--- config.mk ---
export PLATFORM = sky130hd
export DESIGN_NAME = led_show_scheduler_flat
export DESIGN_NICKNAME = d
export VERILOG_FILES = /design/src/rtl/led_show_scheduler_pkg.sv /design/src/rtl/led_show_scheduler_if.sv /design/src/rtl/led_show_scheduler_tick.sv /design/src/rtl/led_show_scheduler.sv /design/src/flat_wrapper.sv
export SDC_FILE = /design/constraint.sdc
export NUM_CORES = 1
export LEC_CHECK = 0
export BUFFER_PORTS_ARGS = -buffer_cell sky130_fd_sc_hd__buf_2
export CORE_UTILIZATION = 35
export CTS_CLUSTER_DIAMETER = 200
export DETAILED_ROUTE_END_ITERATION = 8
export MAX_ROUTING_LAYER = met4
export PLACE_DENSITY = 0.62
export SYNTH_ARGS = -nofsm -noshare
export SYNTH_HDL_FRONTEND = slang
export SYNTH_SLANG_ARGS = --single-unit
--- constraint.sdc ---
create_clock -name clk -period 3 [get_ports clk]
set_clock_uncertainty 0.2 [all_clocks]
set_input_delay 0.3 -clock clk [delete_from_list [all_inputs] [get_ports clk]]
set_output_delay 0.3 -clock clk [all_outputs]
set_load 0.01 [all_outputs]
--- src/rtl/led_show_scheduler_pkg.sv ---
// Shared types and the LED pattern ROM for the LED show scheduler.
package led_show_pkg;

  typedef enum logic [1:0] {
    IDLE = 2'd0,
    RUN  = 2'd1,
    GAP  = 2'd2
  } state_e;

  localparam int STEPS = 10;
  localparam int PAT_W = 8;

  localparam logic [PAT_W-1:0] PAT_BOUNCE [STEPS] =
    '{8'h00, 8'h81, 8'h42, 8'h24, 8'h18, 8'h00, 8'h18, 8'h24, 8'h42, 8'h81};
  localparam logic [PAT_W-1:0] PAT_WALK [STEPS] =
    '{8'h01, 8'h02, 8'h04, 8'h08, 8'h10, 8'h20, 8'h40, 8'h80, 8'hFF, 8'h00};
  localparam logic [PAT_W-1:0] PAT_BLINK [STEPS] =
    '{8'hFF, 8'h00, 8'hFF, 8'h00, 8'hFF, 8'h00, 8'hFF, 8'h00, 8'hFF, 8'h00};
  localparam logic [PAT_W-1:0] PAT_FILL [STEPS] =
    '{8'h01, 8'h03, 8'h07, 8'h0F, 8'h1F, 8'h3F, 8'h7F, 8'hFF, 8'h7F, 8'h00};

  // Out-of-range steps read as dark rather than wrapping.
  function automatic logic [PAT_W-1:0] pat_lut(input logic [1:0] sel, input logic [3:0] step);
    logic [PAT_W-1:0] v;
    v = '0;
    if (step < 4'(STEPS)) begin
      case (sel)
        2'd0:    v = PAT_BOUNCE[step];
        2'd1:    v = PAT_WALK[step];
        2'd2:    v = PAT_BLINK[step];
        default: v = PAT_FILL[step];
      endcase
    end
    return v;
  endfunction

endpackage

--- src/rtl/led_show_scheduler_if.sv ---
// Requester/LED bundle between condition logic and the show scheduler.
interface led_show_scheduler_if
  import led_show_pkg::*;
#(
  parameter int NREQ = 4
) ();

  logic [NREQ-1:0]   req;
  logic [2*NREQ-1:0] pat_sel;
  logic [NREQ-1:0]   gnt;
  logic [NREQ-1:0]   done;
  logic              busy;
  logic [PAT_W-1:0]  led;

  modport master (output req, output pat_sel, input gnt, input done, input busy, input led);
  modport slave  (input req, input pat_sel, output gnt, output done, output busy, output led);

endinterface

--- src/rtl/led_show_scheduler_tick.sv ---
// Pattern-step divider: tick pulses once every TICK_DIV cycles; clr restarts the period.
module led_tick_gen #(
  parameter int TICK_DIV = 3500000
) (
  input  logic clk,
  input  logic rst_n,
  input  logic clr,
  output logic tick
);

  localparam int CW = $clog2(TICK_DIV);

  logic [CW-1:0] cnt_q, cnt_d;

  assign tick = (cnt_q == CW'(TICK_DIV - 1));

  always_comb begin
    cnt_d = cnt_q + CW'(1);
    if (clr || tick) cnt_d = '0;
  end

  always_ff @(posedge clk or negedge rst_n) begin
    if (!rst_n) cnt_q <= '0;
    else        cnt_q <= cnt_d;
  end

endmodule

--- src/rtl/led_show_scheduler.sv ---
// Arbitrates the LED bank among requesters and plays a 10-step pattern per grant.
// Round-robin by default; LED_SHOW_FIXED_PRIO_EN selects lowest-index-wins priority.
module led_show_scheduler
  import led_show_pkg::*;
#(
  parameter int TICK_DIV = 3500000,
  parameter int NREQ     = 4
) (
  input logic           clk,
  input logic           rst_n,
  led_show_scheduler_if.slave bus
);

  localparam int IW = (NREQ > 1) ? $clog2(NREQ) : 1;
  typedef logic [IW-1:0] idx_t;

  state_e           state_q, state_d;
  logic [3:0]       step_q, step_d;
  logic [1:0]       sel_q, sel_d;
  idx_t             win_q, win_d;
  logic [NREQ-1:0]  gnt_q, gnt_d;
  logic [NREQ-1:0]  done_q, done_d;
  logic [PAT_W-1:0] led_q, led_d;

  logic tick, clr;
  logic found;
  idx_t arb_idx, cand;
  logic [1:0] arb_sel;

  led_tick_gen #(.TICK_DIV(TICK_DIV)) u_tick (
    .clk   (clk),
    .rst_n (rst_n),
    .clr   (clr),
    .tick  (tick)
  );

`ifdef LED_SHOW_FIXED_PRIO_EN
  always_comb begin
    found   = 1'b0;
    arb_idx = '0;
    cand    = '0;
    for (int k = 0; k < NREQ; k++) begin
      cand = idx_t'(k);
      if (!found && bus.req[cand]) begin
        found   = 1'b1;
        arb_idx = cand;
      end
    end
  end
`else
  idx_t rr_ptr_q, rr_ptr_d;

  // Search order starts at rr_ptr and wraps, so the last winner goes to the back.
  always_comb begin
    found   = 1'b0;
    arb_idx = '0;
    cand    = '0;
    for (int k = 0; k < NREQ; k++) begin
      cand = idx_t'((int'(rr_ptr_q) + k) % NREQ);
      if (!found && bus.req[cand]) begin
        found   = 1'b1;
        arb_idx = cand;
      end
    end
  end

  always_comb begin
    rr_ptr_d = rr_ptr_q;
    if (state_q == IDLE && found) rr_ptr_d = idx_t'((int'(arb_idx) + 1) % NREQ);
  end

  always_ff @(posedge clk or negedge rst_n) begin
    if (!rst_n) rr_ptr_q <= '0;
    else        rr_ptr_q <= rr_ptr_d;
  end
`endif

  assign arb_sel = bus.pat_sel[{arb_idx, 1'b0} +: 2];

  always_comb begin
    state_d = state_q;
    step_d  = step_q;
    sel_d   = sel_q;
    win_d   = win_q;
    gnt_d   = gnt_q;
    done_d  = '0;
    led_d   = led_q;
    clr     = 1'b0;
    case (state_q)
      IDLE: begin
        if (found) begin
          state_d        = RUN;
          win_d          = arb_idx;
          sel_d          = arb_sel;
          step_d         = '0;
          gnt_d          = '0;
          gnt_d[arb_idx] = 1'b1;
          led_d          = pat_lut(arb_sel, 4'd0);
          clr            = 1'b1;
        end
      end
      RUN: begin
        // A dropped request aborts even on the final tick, so no done is issued.
        if (!bus.req[win_q]) begin
          state_d = GAP;
          gnt_d   = '0;
          led_d   = '0;
          clr     = 1'b1;
        end else if (tick) begin
          if (step_q == 4'(STEPS - 1)) begin
            state_d       = GAP;
            gnt_d         = '0;
            led_d         = '0;
            done_d[win_q] = 1'b1;
            clr           = 1'b1;
          end else begin
            step_d = step_q + 4'd1;
            led_d  = pat_lut(sel_q, step_q + 4'd1);
          end
        end
      end
      GAP: begin
        if (tick) begin
          state_d = IDLE;
          step_d  = '0;
        end
      end
      default: begin
        state_d = IDLE;
        gnt_d   = '0;
        led_d   = '0;
      end
    endcase
  end

  always_ff @(posedge clk or negedge rst_n) begin
    if (!rst_n) begin
      state_q <= IDLE;
      step_q  <= '0;
      sel_q   <= '0;
      win_q   <= '0;
      gnt_q   <= '0;
      done_q  <= '0;
      led_q   <= '0;
    end else begin
      state_q <= state_d;
      step_q  <= step_d;
      sel_q   <= sel_d;
      win_q   <= win_d;
      gnt_q   <= gnt_d;
      done_q  <= done_d;
      led_q   <= led_d;
    end
  end

  assign bus.gnt  = gnt_q;
  assign bus.done = done_q;
  assign bus.busy = (state_q != IDLE);
  assign bus.led  = led_q;

endmodule

--- src/flat_wrapper.sv ---
// flat-port wrapper written by rule: the top's interface ports become plain ports
module led_show_scheduler_flat import led_show_pkg::*;
#(
  parameter int TICK_DIV = 3500000,
  parameter int NREQ     = 4
)
  (clk, rst_n, bus_req, bus_pat_sel, bus_gnt, bus_done, bus_busy, bus_led);
  led_show_scheduler_if #(.NREQ(NREQ)) bus_i ();
  input logic clk;
  input logic rst_n;
  input wire logic [$bits(bus_i.req)-1:0] bus_req;
  input wire logic [$bits(bus_i.pat_sel)-1:0] bus_pat_sel;
  output wire logic [$bits(bus_i.gnt)-1:0] bus_gnt;
  output wire logic [$bits(bus_i.done)-1:0] bus_done;
  output wire logic [$bits(bus_i.busy)-1:0] bus_busy;
  output wire logic [$bits(bus_i.led)-1:0] bus_led;
  assign bus_i.req = bus_req;
  assign bus_i.pat_sel = bus_pat_sel;
  assign bus_gnt = bus_i.gnt;
  assign bus_done = bus_i.done;
  assign bus_busy = bus_i.busy;
  assign bus_led = bus_i.led;
  led_show_scheduler #(.TICK_DIV(TICK_DIV), .NREQ(NREQ)) u_core (.clk(clk), .rst_n(rst_n), .bus(bus_i));
endmodule
# Yosys cells after proc, flatten, opt, wreduce, memory -nomap -nowiden
# Memories as Yosys holds them, arrays and structs flattened.
# Index checks and enable logic that the tools add are counted.
# totals
reg_bits	50
out_inout_bits	17
mem_bits_ro	512
in_bits	14
n_memories	4
# memory_table
memory	words	word_bits	rd	rd_ports_with_merged_regs	write_ports	line	rtl
(no name shown)	16	8	1	0	0	led_show_scheduler_pkg.sv:30	2'd2: v = PAT_BLINK[step];
(no name shown)	16	8	1	0	0	led_show_scheduler_pkg.sv:31	default: v = PAT_FILL[step];
(no name shown)	16	8	1	0	0	led_show_scheduler_pkg.sv:28	2'd0: v = PAT_BOUNCE[step];
(no name shown)	16	8	1	0	0	led_show_scheduler_pkg.sv:29	2'd1: v = PAT_WALK[step];
# op_classes
n_eq_ne	14
bitwise	2
n_reduce_logical	20
shifts	1
mux	65
n_lt_le_gt_ge	10
n_addsub	6
# op_table
operator	n
8-bit 2-to-1 mux	13
4-bit 2-to-1 mux	13
8-bit case mux with 3 select lines	2
4-bit case mux with 3 select lines	2
22-bit by 1-bit adder with 22-bit output (second input constant)	1
22-bit equality test (second input constant)	1
22-bit 2-to-1 mux	1
2-bit by 3-bit < comparator with 1-bit output (second input constant)	6
2-bit 2-to-1 mux	9
8-bit case mux with 2 select lines	1
1-bit 2-to-1 mux	15
1-bit binary-select mux with 2-bit select	5
4-bit AND reduction	2
8-bit by 4-bit indexed part select with 2-bit output	1
2-bit equality test (second input constant)	3
1-bit logical AND	6
2-bit zero test	3
2-bit inequality test (second input constant)	3
3-bit inequality test (second input constant)	2
2-bit case mux with 3 select lines	1
6-bit AND reduction	1
5-bit greater-or-equal comparator (second input constant)	1
4-bit NOT with 5-bit output	1
2-bit by 1-bit adder with 2-bit output (second input constant)	2
16 further kinds	23

# Longest topological paths before layout
# depth
word_depth	18
mapped_depth	9
ltp_nobuf	8

# Hierarchy
# Synthesis repeated with hierarchy kept, for this count alone.
# unflattened
cells_unflattened	351
area_unflattened_um2	3181.8
# modules_own_cells
module	seq_area_each_um2	area_per_inst_um2	n_inst	cells_each
led_show_scheduler	700.7	1973.1	1	228
led_tick_gen	550.5	1208.7	1	123

# Worst setup path before layout
# Ideal clock, no wire load.
# synth_path
kind	reg2reg
from	reg u_core.step_q[0]
to	reg u_core.led_q[1], in the netlist u_core.bus.led[1]
path_buffers	1
period_less_slack_ps	2239
setup_time_ps	82
t_arrival_ps	1957
setup_slack_ps	761
path_stages_with_launch	9
required_time_ps	2718
cell_sequence	dfrtp_1 > ha_1 > xnor2_1 > buf_2 > a21oi_1 > a311oi_1 > o22ai_1 > a211o_1 > a31oi_1
# synth_between
elab_chain_cells	11
word_cells_on_any_way	22
cone_classes	1 x add/sub; 1 x order compare; 1 x eq/ne; 14 x mux; 1 x bitwise; 4 x memory
# synth_rtl
item	line	rtl
start, declared	led_show_scheduler.sv:18	logic [3:0] step_q, step_d;
start signal, assigned	led_show_scheduler.sv:147	step_q <= step_d;
4-bit by 1-bit adder with 4-bit output	led_show_scheduler.sv:118	led_d = pat_lut(sel_q, step_q + 4'd1);
4-bit NOT with 5-bit output (not written as such)	--	
memory 16 x 8 bit, on equally long branches	--	
8-bit 2-to-1 mux, on equally long branches (2 in a row)	--	
8-bit case mux with 3 select lines	led_show_scheduler_pkg.sv:27	case (sel)
8-bit 2-to-1 mux	led_show_scheduler_pkg.sv:26	if (step < 4'(STEPS)) begin
8-bit 2-to-1 mux (*)	led_show_scheduler.sv:110	if (step_q == 4'(STEPS - 1)) begin
8-bit 2-to-1 mux (*)	led_show_scheduler.sv:109	end else if (tick) begin
8-bit 2-to-1 mux (*)	led_show_scheduler.sv:104	if (!bus.req[win_q]) begin
8-bit case mux with 3 select lines (*)	led_show_scheduler.sv:89	case (state_q)
end signal, assigned	led_show_scheduler.sv:152	led_q <= led_d;
end, declared	led_show_scheduler.sv:23	logic [PAT_W-1:0] led_q, led_d;
# Mark *: on every way between the ends. The rest lies on a longest branch, timed or not. The select of a mux whose other input is x is not followed.
# A chain may end at the register's enable or synchronous reset.

# Worst setup path in the final report
# layout_path
from	reg u_core.step_q[1]
to	reg u_core.led_q[7], in the netlist u_core.bus.led[7]
# The elaborated chain is that of the path after synthesis.

==> key figures <==
Setup path
  • CP max stage delay: 470 ps
  • Crit Path Max Fanout: 8
  • Crit. End Element: register
  • Critical-path cell list: ha_1, xnor2_1, a21oi_1, o211a_1, a311oi_1, a21bo_1, a31oi_1
  • Startpoint types: register
  • Critical path's slowest cell: dfrtp_1
  • WP data required: 3030 ps
  • CP delay by family, top: compound AO/OA/AOI/OAI gates
  • Number of buffers and inverters on the critical path: 0
  • Critical R2R Launch: u_core.step_q[1]$_DFFE_PN0P_
  • Crit Path Category: reg -> reg
  • Setup crit start: u_core.step_q[1]$_DFFE_PN0P_
  • Worst EP arrival: 2450 ps

STA
  • Final Max Tran Viols: 0
  • RSZ-0062 raised after global routing: false
  • FMAX: 0.413 GHz
  • Tcrit/Tclk final: 80.8%
  • Final setup viols: 0
  • Setup tns final: 0 ps
  • Rel. slew slack: 47.2%
  • Period minus WS final: 2420 ps
  • Final setup margin: 577 ps
  • Worst Tran Pin Value: 789 ps
  • Final Hold Fails: 0

Route
  • Vias/cell: 5.44
  • Number of detailed-route iterations in the first pass: 7
  • DRC Markers: 10
  • Routed Antenna Nets: 0
  • Vias: 2,752
  • Routed WL: 7130 um
  • Routed len/inst: 14.1 um
  • Iter 0 DRT Violations: 112

Clocking
  • Clock net sink count: 50
  • Post-CTS Setup Bufs: 0
  • Hold_buf cts: 1
  • Cts repair resizes: 0
  • Skew-Pair Late Insertion Delay: 300 ps
  • Clock Tree Buf Depth: 2
  • TritonCTS clock tree: done
  • Reg clk slew, reported paths: 90 ps
  • Total CTS buffers: 5
  • H-tree levels: 2
  • CTS root buffer: clkbuf_8

Cells and area
  • Share of layout cells above drive strength 1: 15.3%
  • Synth-to-Final Area Change: 13.7%
  • Fin nets: 425
  • Antenna cell count: 0

Synth
  • Largest cells by area after synthesis: dfrtp_1 (39%), ha_1 (5.5%), nor2_1 (4.7%)
  • Synth cell count leaders: dfrtp_1 (50), nor2_1 (40), nand2_1 (37)
  • Sequential area share after synthesis: 39.0%
  • Cells after Synth: 366
  • Share of Yosys cell area claimed by the top area cell type: 39.0%
  • Synth Flop Type: dfrtp_1
  • Synth Register Bits: 50
  • Async set or reset register ratio after synthesis: 100%
  • Netlist cell types: 67
  • EDFF count, synth: 0
  • Multiplexer area fraction after synthesis: 1.68%
  • Largest family of logic cells by synthesized area: simple AND/OR/NAND/NOR gates
  • Ys Warns: 0
  • Synth Area in XOR/XNOR: 5.46%
  • Syn avg cell area: 8.77 sq um
  • Area leader, netlist: dfrtp_1
  • Synth Area in Compound Gates: 20.1%
  • Most common cell in the netlist: dfrtp_1
  • Synth Area in Adders: 5.46%
  • Syn_nets: 394
  • Post-Syn Area: 3210 sq um
  • Post-synthesis simple-gate area fraction: 24.2%

GRT
  • Grt met1 use: 20.2%
  • Remaining Overflow, GRT: 0
  • Gr busiest metal: met2
  • Met3 Use GR: 3.29%
  • Largest net degree at the start of global routing: 32
  • Initial antenna violation count: 0
  • M2 GR Usage: 26.6%
  • Overall Global Routing Usage: 16.1%
  • Vias in the first global route: 2,629
  • First-pass GRT wire length: 12,300 um

Power and ir drop
  • Leakage: 1.64 nW
  • Comb pwr share: 5.8%
  • Sw frac: 20.8%
  • Clock power share: 43.3%
  • PwrDens: 368 nW/um^2
  • Int Power: 1.07 mW
  • Max IR drop VDD: 0.181 mV
  • Seq pwr share: 50.9%
  • NetSw: 0.279 mW

Placement
  • HPWL Detailed: 5240 um
  • GPL Wtd Cong: 0.878
  • Post-Place Worst Slack: 611 ps
  • PortBufs: 30

Floorplan
  • Initial Util: 36.5%
  • Core ar.: 8810 sq um
  • Die Y: 97.8 um
  • Row cnt: 34
  • Die area: 9560 sq um
  • Top Ports: 31
  • Die Width: 97.8 um

Hold path
  • HP Class: in -> reg
  • Hold_sp: bus_pat_sel[7]

Run status
  • Status: finished with violations
  • Failing checks: DRC

Job
  • Max-cap violations: 0
==> cells in the final DEF, fill, tap and decap left out, types with 11 or more instances in the layout <==
cell,Yosys,routed
buf_2,4,30
dfrtp_1,50,50
a21oi_1,16,16
nand2_1,37,37
inv_1,16,16
ha_1,14,14
nor2_1,40,40
nand3_1,23,23
o21ai_0,13,13
a31oi_1,11,11
xor2_1,13,13
==> cell families (layout without fill, tap and decap cells) <==
| logic type | count (synthesis) | after routing |
|---|---|---|
| XOR/XNOR | 20 | 20 |
| flip-flops | 50 | 50 |
| buffers and inverters | 33 | 65 |
| multiplexers | 4 | 4 |
| AND/OR/NAND/NOR | 151 | 151 |
| adder cells (fa/ha/maj) | 14 | 14 |
| AO/OA/AOI/OAI | 94 | 94 |
==> per-layer routing <==
metal	vias to the layer above	wire length (um)
met3	9	323
met2	69	3430
met1	1288	3300
met5	-	0
li1	1386	-
met4	0	74
==> metrics by stage <==
stage | total power [mW] | std cells | util, % | instance area [sq um] | hold slack, ps
after floorplan | 0.733 | 366 | - | 3210 | -196
after global placement | 0.774 | 497 | 39.7 | 3500 | 196
after detailed placement | 0.776 | 497 | 39.7 | 3500 | 207
after CTS | 1.36 | 506 | 41.5 | 3650 | 281
after global routing | 1.39 | 506 | 41.5 | 3650 | 322
final | 1.34 | 506 | 41.5 | 3650 | 284
==> worst paths after layout <==
check                                                    to  slack, ps  depth (start not counted)
setup / recovery              u_core.bus.led[7]$_DFFE_PN0P_        580                          7
hold / removal                  u_core.sel_q[1]$_DFFE_PN0N_        280                          4
setup reg to reg              u_core.bus.led[7]$_DFFE_PN0P_        580                          7
hold reg to reg               u_core.bus.gnt[3]$_DFFE_PN0P_        280                          2
max in group asynchronous  u_core.u_tick.cnt_q[7]$_DFF_PN0_       1580                          3
min in group asynchronous     u_core.bus.gnt[3]$_DFFE_PN0P_        380                          2
==> state kept, by name, indices dropped and copies added (netlist names) <==
signal / flops
u_core.u_tick.cnt_q: 22
u_core.step_q: 4
u_core.state_q: 2
u_core.bus.led: 8
u_core.sel_q: 2
u_core.bus.gnt: 4
u_core.bus.done: 4
u_core.win_q: 2
u_core.rr_ptr_q: 2
==> worst reg2reg max path: stages, from the launching register on <==
cell and delay, ps:
dfrtp_1 470, ha_1 280, xnor2_1 340, a21oi_1 120, o211a_1 220, a311oi_1 340, a21bo_1 250, a31oi_1 150
==> area by class of cell <==
class                      count  area, sq um
fill                         875         5150
multi-input combinational    283         1830
sequential                    50         1250
timing repair buffer          41          235
tap                          108          135
clock buffer                   6         82.6
clock inverter                 2         60.1
inverter                      16         60.1
==> power groups by stage <==
| stage | combinational (mW) | sequential [mW] | clock [mW] |
|---|---|---|---|
| floorplan | 0.0315 | 0.702 | 0 |
| global placement | 0.0763 | 0.698 | 0 |
| detailed placement | 0.0780 | 0.698 | 0 |
| CTS | 0.0791 | 0.684 | 0.596 |
| global route | 0.0880 | 0.685 | 0.620 |
| finish | 0.0778 | 0.684 | 0.582 |
No activity file was read; power rests on OpenSTA's default activity.
